==> src/rtl/dino_jump_ctrl_if.sv <==
// dino_jump_ctrl_if: player inputs and dino height/status outputs of the jump controller
interface dino_jump_ctrl_if;
  logic       tick;
  logic       jump_pressed;
  logic       game_active;
  logic [7:0] dino_y;
  logic       airborne;
  logic       jump_start;
  modport master (output tick, jump_pressed, game_active, input dino_y, airborne, jump_start);
  modport slave (input tick, jump_pressed, game_active, output dino_y, airborne, jump_start);
endinterface

==> src/rtl/dino_jump_ctrl.sv <==
// dino_jump_ctrl: tick-stepped jump physics with variable-height jump cut and capped fall speed
module dino_jump_ctrl #(
  parameter int JUMP_VEL = 12,
  parameter int GRAVITY  = 1,
  parameter int CUT_VEL  = 4,
  parameter int MAX_FALL = 12
) (
  input logic clk,
  input logic rst,
  dino_jump_ctrl_if.slave bus
);
  typedef enum logic [1:0] {GROUND, RISE, FALL, LAND} state_t;
  localparam logic signed [8:0] JV = 9'(JUMP_VEL);
  localparam logic signed [8:0] GR = 9'(GRAVITY);
  localparam logic signed [8:0] CV = 9'(CUT_VEL);
  localparam logic signed [8:0] MF = 9'(MAX_FALL);
  state_t state;
  logic signed [7:0] vel;
  logic prev, req;
  logic jump_edge, launch;
  logic signed [8:0] v_eff, rise_v, fall_v;
  logic signed [9:0] sum;
  assign jump_edge = bus.jump_pressed & ~prev;
  assign launch = bus.game_active && bus.tick && state == GROUND && (req || jump_edge);
  always_comb begin
    v_eff = (!bus.jump_pressed && 9'(vel) > CV) ? CV : 9'(vel);
    rise_v = v_eff - GR;
    fall_v = 9'(vel) - GR;
    sum = $signed({2'b00, bus.dino_y}) + 10'(state == RISE ? v_eff : 9'(vel));
  end
  always_ff @(posedge clk or negedge rst) begin
    if (!rst) begin
      state <= GROUND;
      vel <= '0;
      prev <= 1'b0;
      req <= 1'b0;
      bus.dino_y <= '0;
      bus.airborne <= 1'b0;
      bus.jump_start <= 1'b0;
    end else begin
      prev <= bus.jump_pressed;
      bus.jump_start <= launch;
      if (!bus.game_active) begin
        state <= GROUND;
        vel <= '0;
        req <= 1'b0;
        bus.dino_y <= '0;
        bus.airborne <= 1'b0;
      end else begin
        // presses are only remembered while standing; airborne/landing presses are dropped
        req <= state == GROUND && !launch && (req || jump_edge);
        if (bus.tick) begin
          case (state)
            GROUND: if (launch) begin
              state <= RISE;
              bus.airborne <= 1'b1;
              bus.dino_y <= JV[7:0];
              vel <= 8'(JV - GR);
            end
            RISE: begin
              bus.dino_y <= sum > 10'sd255 ? 8'hff : sum[7:0];
              vel <= rise_v[7:0];
              if (rise_v <= 0) state <= FALL;
            end
            FALL: if (sum <= 0) begin
              state <= LAND;
              bus.airborne <= 1'b0;
              bus.dino_y <= '0;
              vel <= '0;
            end else begin
              bus.dino_y <= sum[7:0];
              vel <= fall_v < -MF ? 8'(-MF) : fall_v[7:0];
            end
            default: state <= GROUND;
          endcase
        end
      end
    end
  end
endmodule

==> src/flat_wrapper.sv <==
// flat-port wrapper written by rule: the top's interface ports become plain ports
module dino_jump_ctrl_flat 
#(
  parameter int JUMP_VEL = 12,
  parameter int GRAVITY  = 1,
  parameter int CUT_VEL  = 4,
  parameter int MAX_FALL = 12
)
  (clk, rst, bus_tick, bus_jump_pressed, bus_game_active, bus_dino_y, bus_airborne, bus_jump_start);
  dino_jump_ctrl_if bus_i ();
  input logic clk;
  input logic rst;
  input wire logic [$bits(bus_i.tick)-1:0] bus_tick;
  input wire logic [$bits(bus_i.jump_pressed)-1:0] bus_jump_pressed;
  input wire logic [$bits(bus_i.game_active)-1:0] bus_game_active;
  output wire logic [$bits(bus_i.dino_y)-1:0] bus_dino_y;
  output wire logic [$bits(bus_i.airborne)-1:0] bus_airborne;
  output wire logic [$bits(bus_i.jump_start)-1:0] bus_jump_start;
  assign bus_i.tick = bus_tick;
  assign bus_i.jump_pressed = bus_jump_pressed;
  assign bus_i.game_active = bus_game_active;
  assign bus_dino_y = bus_i.dino_y;
  assign bus_airborne = bus_i.airborne;
  assign bus_jump_start = bus_i.jump_start;
  dino_jump_ctrl #(.JUMP_VEL(JUMP_VEL), .GRAVITY(GRAVITY), .CUT_VEL(CUT_VEL), .MAX_FALL(MAX_FALL)) u_core (.clk(clk), .rst(rst), .bus(bus_i));
endmodule
==> config.mk <==
export PLATFORM = sky130hd
export DESIGN_NAME = dino_jump_ctrl_flat
export DESIGN_NICKNAME = d
export VERILOG_FILES = /design/src/rtl/dino_jump_ctrl_if.sv /design/src/rtl/dino_jump_ctrl.sv /design/src/flat_wrapper.sv
export SDC_FILE = /design/constraint.sdc
export NUM_CORES = 1
export LEC_CHECK = 0
export ABC_AREA = 1
export BUFFER_PORTS_ARGS = -buffer_cell sky130_fd_sc_hd__buf_2
export CORE_MARGIN = 5
export CORE_UTILIZATION = 40
export DETAILED_ROUTE_END_ITERATION = 8
export GPL_TIMING_DRIVEN = 1
export PLACE_DENSITY = 0.61
export SLEW_MARGIN = 20
export SYNTH_ARGS = -nofsm -noshare
export SYNTH_HDL_FRONTEND = slang
export SYNTH_SLANG_ARGS = --single-unit
export TNS_END_PERCENT = 30
==> constraint.sdc <==
create_clock -name clk -period 3.6 [get_ports clk]
set_input_delay 0.18 -clock clk [delete_from_list [all_inputs] [get_ports clk]]
set_output_delay 0.18 -clock clk [all_outputs]
set_load 0.03 [all_outputs]
==> impl_summary.md <==
Clocking
The clock slew at the register clock pins of the worst setup and hold paths is 0.09 ns. The clock tree from TritonCTS is done. The clock net sink count is 22. The tree is rooted in a clkbuf_8. Buffers inserted during clock tree synthesis total 3.

Counting along the longest clock path gives a buffer depth of 2. CTS built an H-tree with a depth of 1. The clock insertion delay at the later pin of the skew report is 0.27 ns.

STA
Clock skew on the completed layout was measured at 0.00656 ns. Measured against its own limit, the worst slew margin works out to 63.7%. The maximum clock frequency is 299 MHz. In the finished design, the share of the clock period the worst path needs comes to 92.8%.

The actual slew at the worst max-slew pin is 0.544 ns. The number of setup violations in the final report is 0. The number of slew-limit violations in the final report is 0. The worst path in the final design needs a cycle of 3.34 ns, including I/O delays and setup. The number of hold violations in the final report is 0.

Floorplanning
The horizontal die dimension is 84.8 um. The floorplan step set the die height to 84.8 um. The number of top-level design ports is 15. The effective utilization at floorplan is 40.9%. The core region area is 5470 um2.

The initialized floorplan defines 27 standard-cell rows. The floorplan step defined a die boundary enclosing 7190 um2.

Critical path
The startpoint identified for the worst register-to-register timing path is u_core.vel[0]$_DFFE_PN0P_. The type of element launching the critical path is a flop. The worst endpoint data arrival time is 3.51 ns.

Data on the critical path is required at its endpoint by 3.77 ns. The most critical setup path has its endpoint at u_core.state[1]$_DFFE_PN0P_. The kind of end point of the critical path is a flop. The depth of the worst register-to-register path is 27. The endpoint identified for the worst register-to-register timing path is u_core.state[1]$_DFFE_PN0P_. The worst reg-to-reg setup slack is 0.26 ns.

The setup path with the least slack is of type reg2reg. The critical path starts at u_core.vel[0]$_DFFE_PN0P_. Of all nets on the critical path, the largest fanout is 7.

Yosys
The share of the Yosys chip area taken by registers is 24.6%. The number of distinct library cells after synthesis is 34. The share of synthesized cell area in full adder, half adder and majority cells is 10.4%.

Counting every net in the synthesized netlist gives 366. The yosys synthesis warning count is 0. After synthesis, the mean cell area works out to 6.52 um2.

After synthesis the cells add up to 2240 um2. The dominant combinational cell family by area after synthesis is simple AND/OR/NAND/NOR gates. The synthesized netlist devotes 42.8% of its cell area to simple gates.

The synthesis-stage register bit count is 22. The post-synthesis compound-gate area fraction is 11.1%. The post-synthesis share of cell area spent on xor and xnor gates is 1.57%. The number of instances in the synthesized netlist is 343. After synthesis, the share of cell area in mux cells is 0%.

Global route
The number of global-route vias before repair is 2,124. The initial antenna violation count was 0. The global-route total usage across every layer is 16.7%. The global route total overflow is 0. Entering global routing, the biggest net connects 23 pins.

The first global-routing pass estimated 9820 um of wire.

Power
The power per cell area is 820 nW/um2. In this run the static leakage power is 1.44 nW. The worst vdd rail ir drop is 0.306 mV.

Route
The detailed router finished its first iteration with 301 violations. The detail route stage leaves a number of antenna-violating nets equal to 0. The final route contains 2,318 vias. After detailed routing, the number of remaining DRC violations is 0.

In the routed layout, each cell is associated on average with a via count of 5.24. The total routed wirelength is 5850 um. The first TritonRoute pass finished after 5 iterations. The routed wirelength normalized by instance count is 13.2 um.

Status
The run finished with clean final reports.

Placement
At the end of routability-driven placement, the weighted congestion stood at 0.895. The HPWL after detailed placement is 4600 um. In this run, placement finished with an instance count of 430.

Buffers placed on the I/O ports in this run total 14.

Finish
The area growth from synthesis to layout is 13.8%. The net count of the finished layout is 394. The fraction of final layout cells with drive strength greater than 1 is 18.1%. The number of antenna diodes in the final layout is 0. Once layout is complete, the utilization of the core stands at 46.5%. The finished layout holds 442 standard cells, fillers aside.

Worst hold path
The class of the worst hold path is in2reg.

Job
Across the run, the number of max-cap violations was 0.
==> worst max-delay path, cell delays in order, from the launching register on <==
cell and delay [ns]:
dfrtp_1 0.41, inv_2 0.11, ha_1 0.15, inv_1 0.04, nand2_1 0.08, nand2_2 0.08
o21ai_4 0.23, nor2_2 0.10, inv_2 0.09, nand2_1 0.05, inv_1 0.06, ha_2 0.21
inv_1 0.06, fa_2 0.35, inv_1 0.08, nand3_1 0.08, nand2_1 0.10, nand2_1 0.05
nand2_1 0.07, nand3_1 0.07, nor2_1 0.09, nand3_1 0.08, nand2_2 0.08, nand2_4 0.09
a21oi_4 0.21, nand2_1 0.09, nand2_1 0.06, nand2_1 0.05
==> layout make-up <==
| type | count | area [um2] |
|---|---|---|
| Fill cell | 584 | 2930 |
| Multi-Input combinational cell | 266 | 1480 |
| Sequential cell | 22 | 552 |
| Inverter | 50 | 188 |
| Timing Repair Buffer | 28 | 178 |
| Tap cell | 72 | 90.1 |
| Clock buffer | 4 | 55.1 |
==> power breakdown <==
group	switching [mW]	internal, mW	total [mW]
sequential	0.0630	0.308	0.371
combinational	1.00	0.526	1.53
clock	0.0864	0.0977	0.184
==> cells in the final DEF, fill, tap and decap left out, types with 2 or more instances in the layout <==
master / instances
o21bai_1: 2
nor2_2: 6
inv_1: 44
nor2_1: 29
nand4_1: 8
nor2_4: 3
inv_2: 6
nand2_2: 4
buf_4: 13
ha_1: 16
clkbuf_8: 4
buf_2: 14
o21ai_1: 8
xor2_1: 3
o21ai_0: 11
nand3_1: 34
dfrtp_1: 21
a21oi_2: 2
nand2_1: 106
nand3_2: 2
nand2_4: 6
a21oi_1: 13
==> flip-flops by register name, indices dropped and copies added (netlist names) <==
name	cells
u_core.bus.dino_y	8
u_core.vel	8
u_core.state	2
u_core.bus.airborne	1
u_core.bus.jump_start	1
u_core.prev	1
u_core.req	1
==> layer usage <==
metal  up-vias  global-route usage (%)  routed length (um)
met1      1061                    23.0                2760
li1       1154                       -                   -
met2        90                    26.7                2660
met4         0                    4.60                 112
met5         -                       0                   0
met3        13                    2.94                 315
==> cells in the mapped netlist, drive strengths merged <==
master / count / share of area [%]
a21boi: 1 / 0.34
a21oi: 16 / 4.4
buf: 2 / 0.56
clkbuf: 3 / 0.50
dfrtp: 22 / 25
fa: 1 / 0.90
ha: 17 / 9.5
inv: 50 / 8.4
nand2: 116 / 22
nand2b: 1 / 0.28
nand3: 36 / 8.5
nand3b: 1 / 0.34
nand4: 9 / 2.8
nor2: 38 / 7.9
nor3: 1 / 0.73
nor4: 1 / 0.28
o21a: 1 / 0.34
o21ai: 20 / 5.0
o21bai: 2 / 0.67
o311ai: 1 / 0.39
xnor2: 1 / 0.39
xor2: 3 / 1.2
==> logic make-up (layout without fill, tap and decap cells) <==
group	after synthesis	after routing
AOI/OAI and AO/OA	41	41
adders and majority gates	18	18
xor gates and xnor gates	4	4
DFF	22	22
buffers and inverters	55	82
and+or+nand+nor	203	203
==> how the worst min path moves through the flow <==
stage | startpoint | to | slack [ns] | cells after the start
after floorplan | rst | u_core.bus.airborne$_DFFE_PN0P_ | -0.12 | 0
after global placement | rst | u_core.bus.dino_y[5]$_DFFE_PN0P_ | 0.19 | 1
after detailed placement | rst | u_core.bus.dino_y[5]$_DFFE_PN0P_ | 0.20 | 1
after CTS | bus_jump_pressed | u_core.prev$_DFF_PN0_ | 0.04 | 1
after global routing | bus_jump_pressed | u_core.prev$_DFF_PN0_ | 0.03 | 1
final | bus_jump_pressed | u_core.prev$_DFF_PN0_ | 0.04 | 1
==> stage by stage <==
step                      setup WS, ns  area (um2)  hold slack [ns]  TNS (ns)  power (mW)
after floorplan                  0.493        2240           -0.116         0        1.49
after global placement           0.198        2420            0.189         0        1.82
after detailed placement        0.0536        2420            0.197         0        1.81
after CTS                       0.0304        2480           0.0395         0        2.02
after global routing           -0.0399        2540           0.0332   -0.0628        2.31
final                            0.257        2540           0.0440         0        2.09
==> timing repair <==
| item | CTS | global route |
|---|---|---|
| hold buffers | 1 | 0 |
| hold endpoints to repair | 22 | 0 |
| gates resized for setup | 0 | 7 |
| endpoints found under the setup margin | 0 | 19 |
| setup buffers | 0 | 7 |
Note: power is estimated with default switching activity, not from simulation.
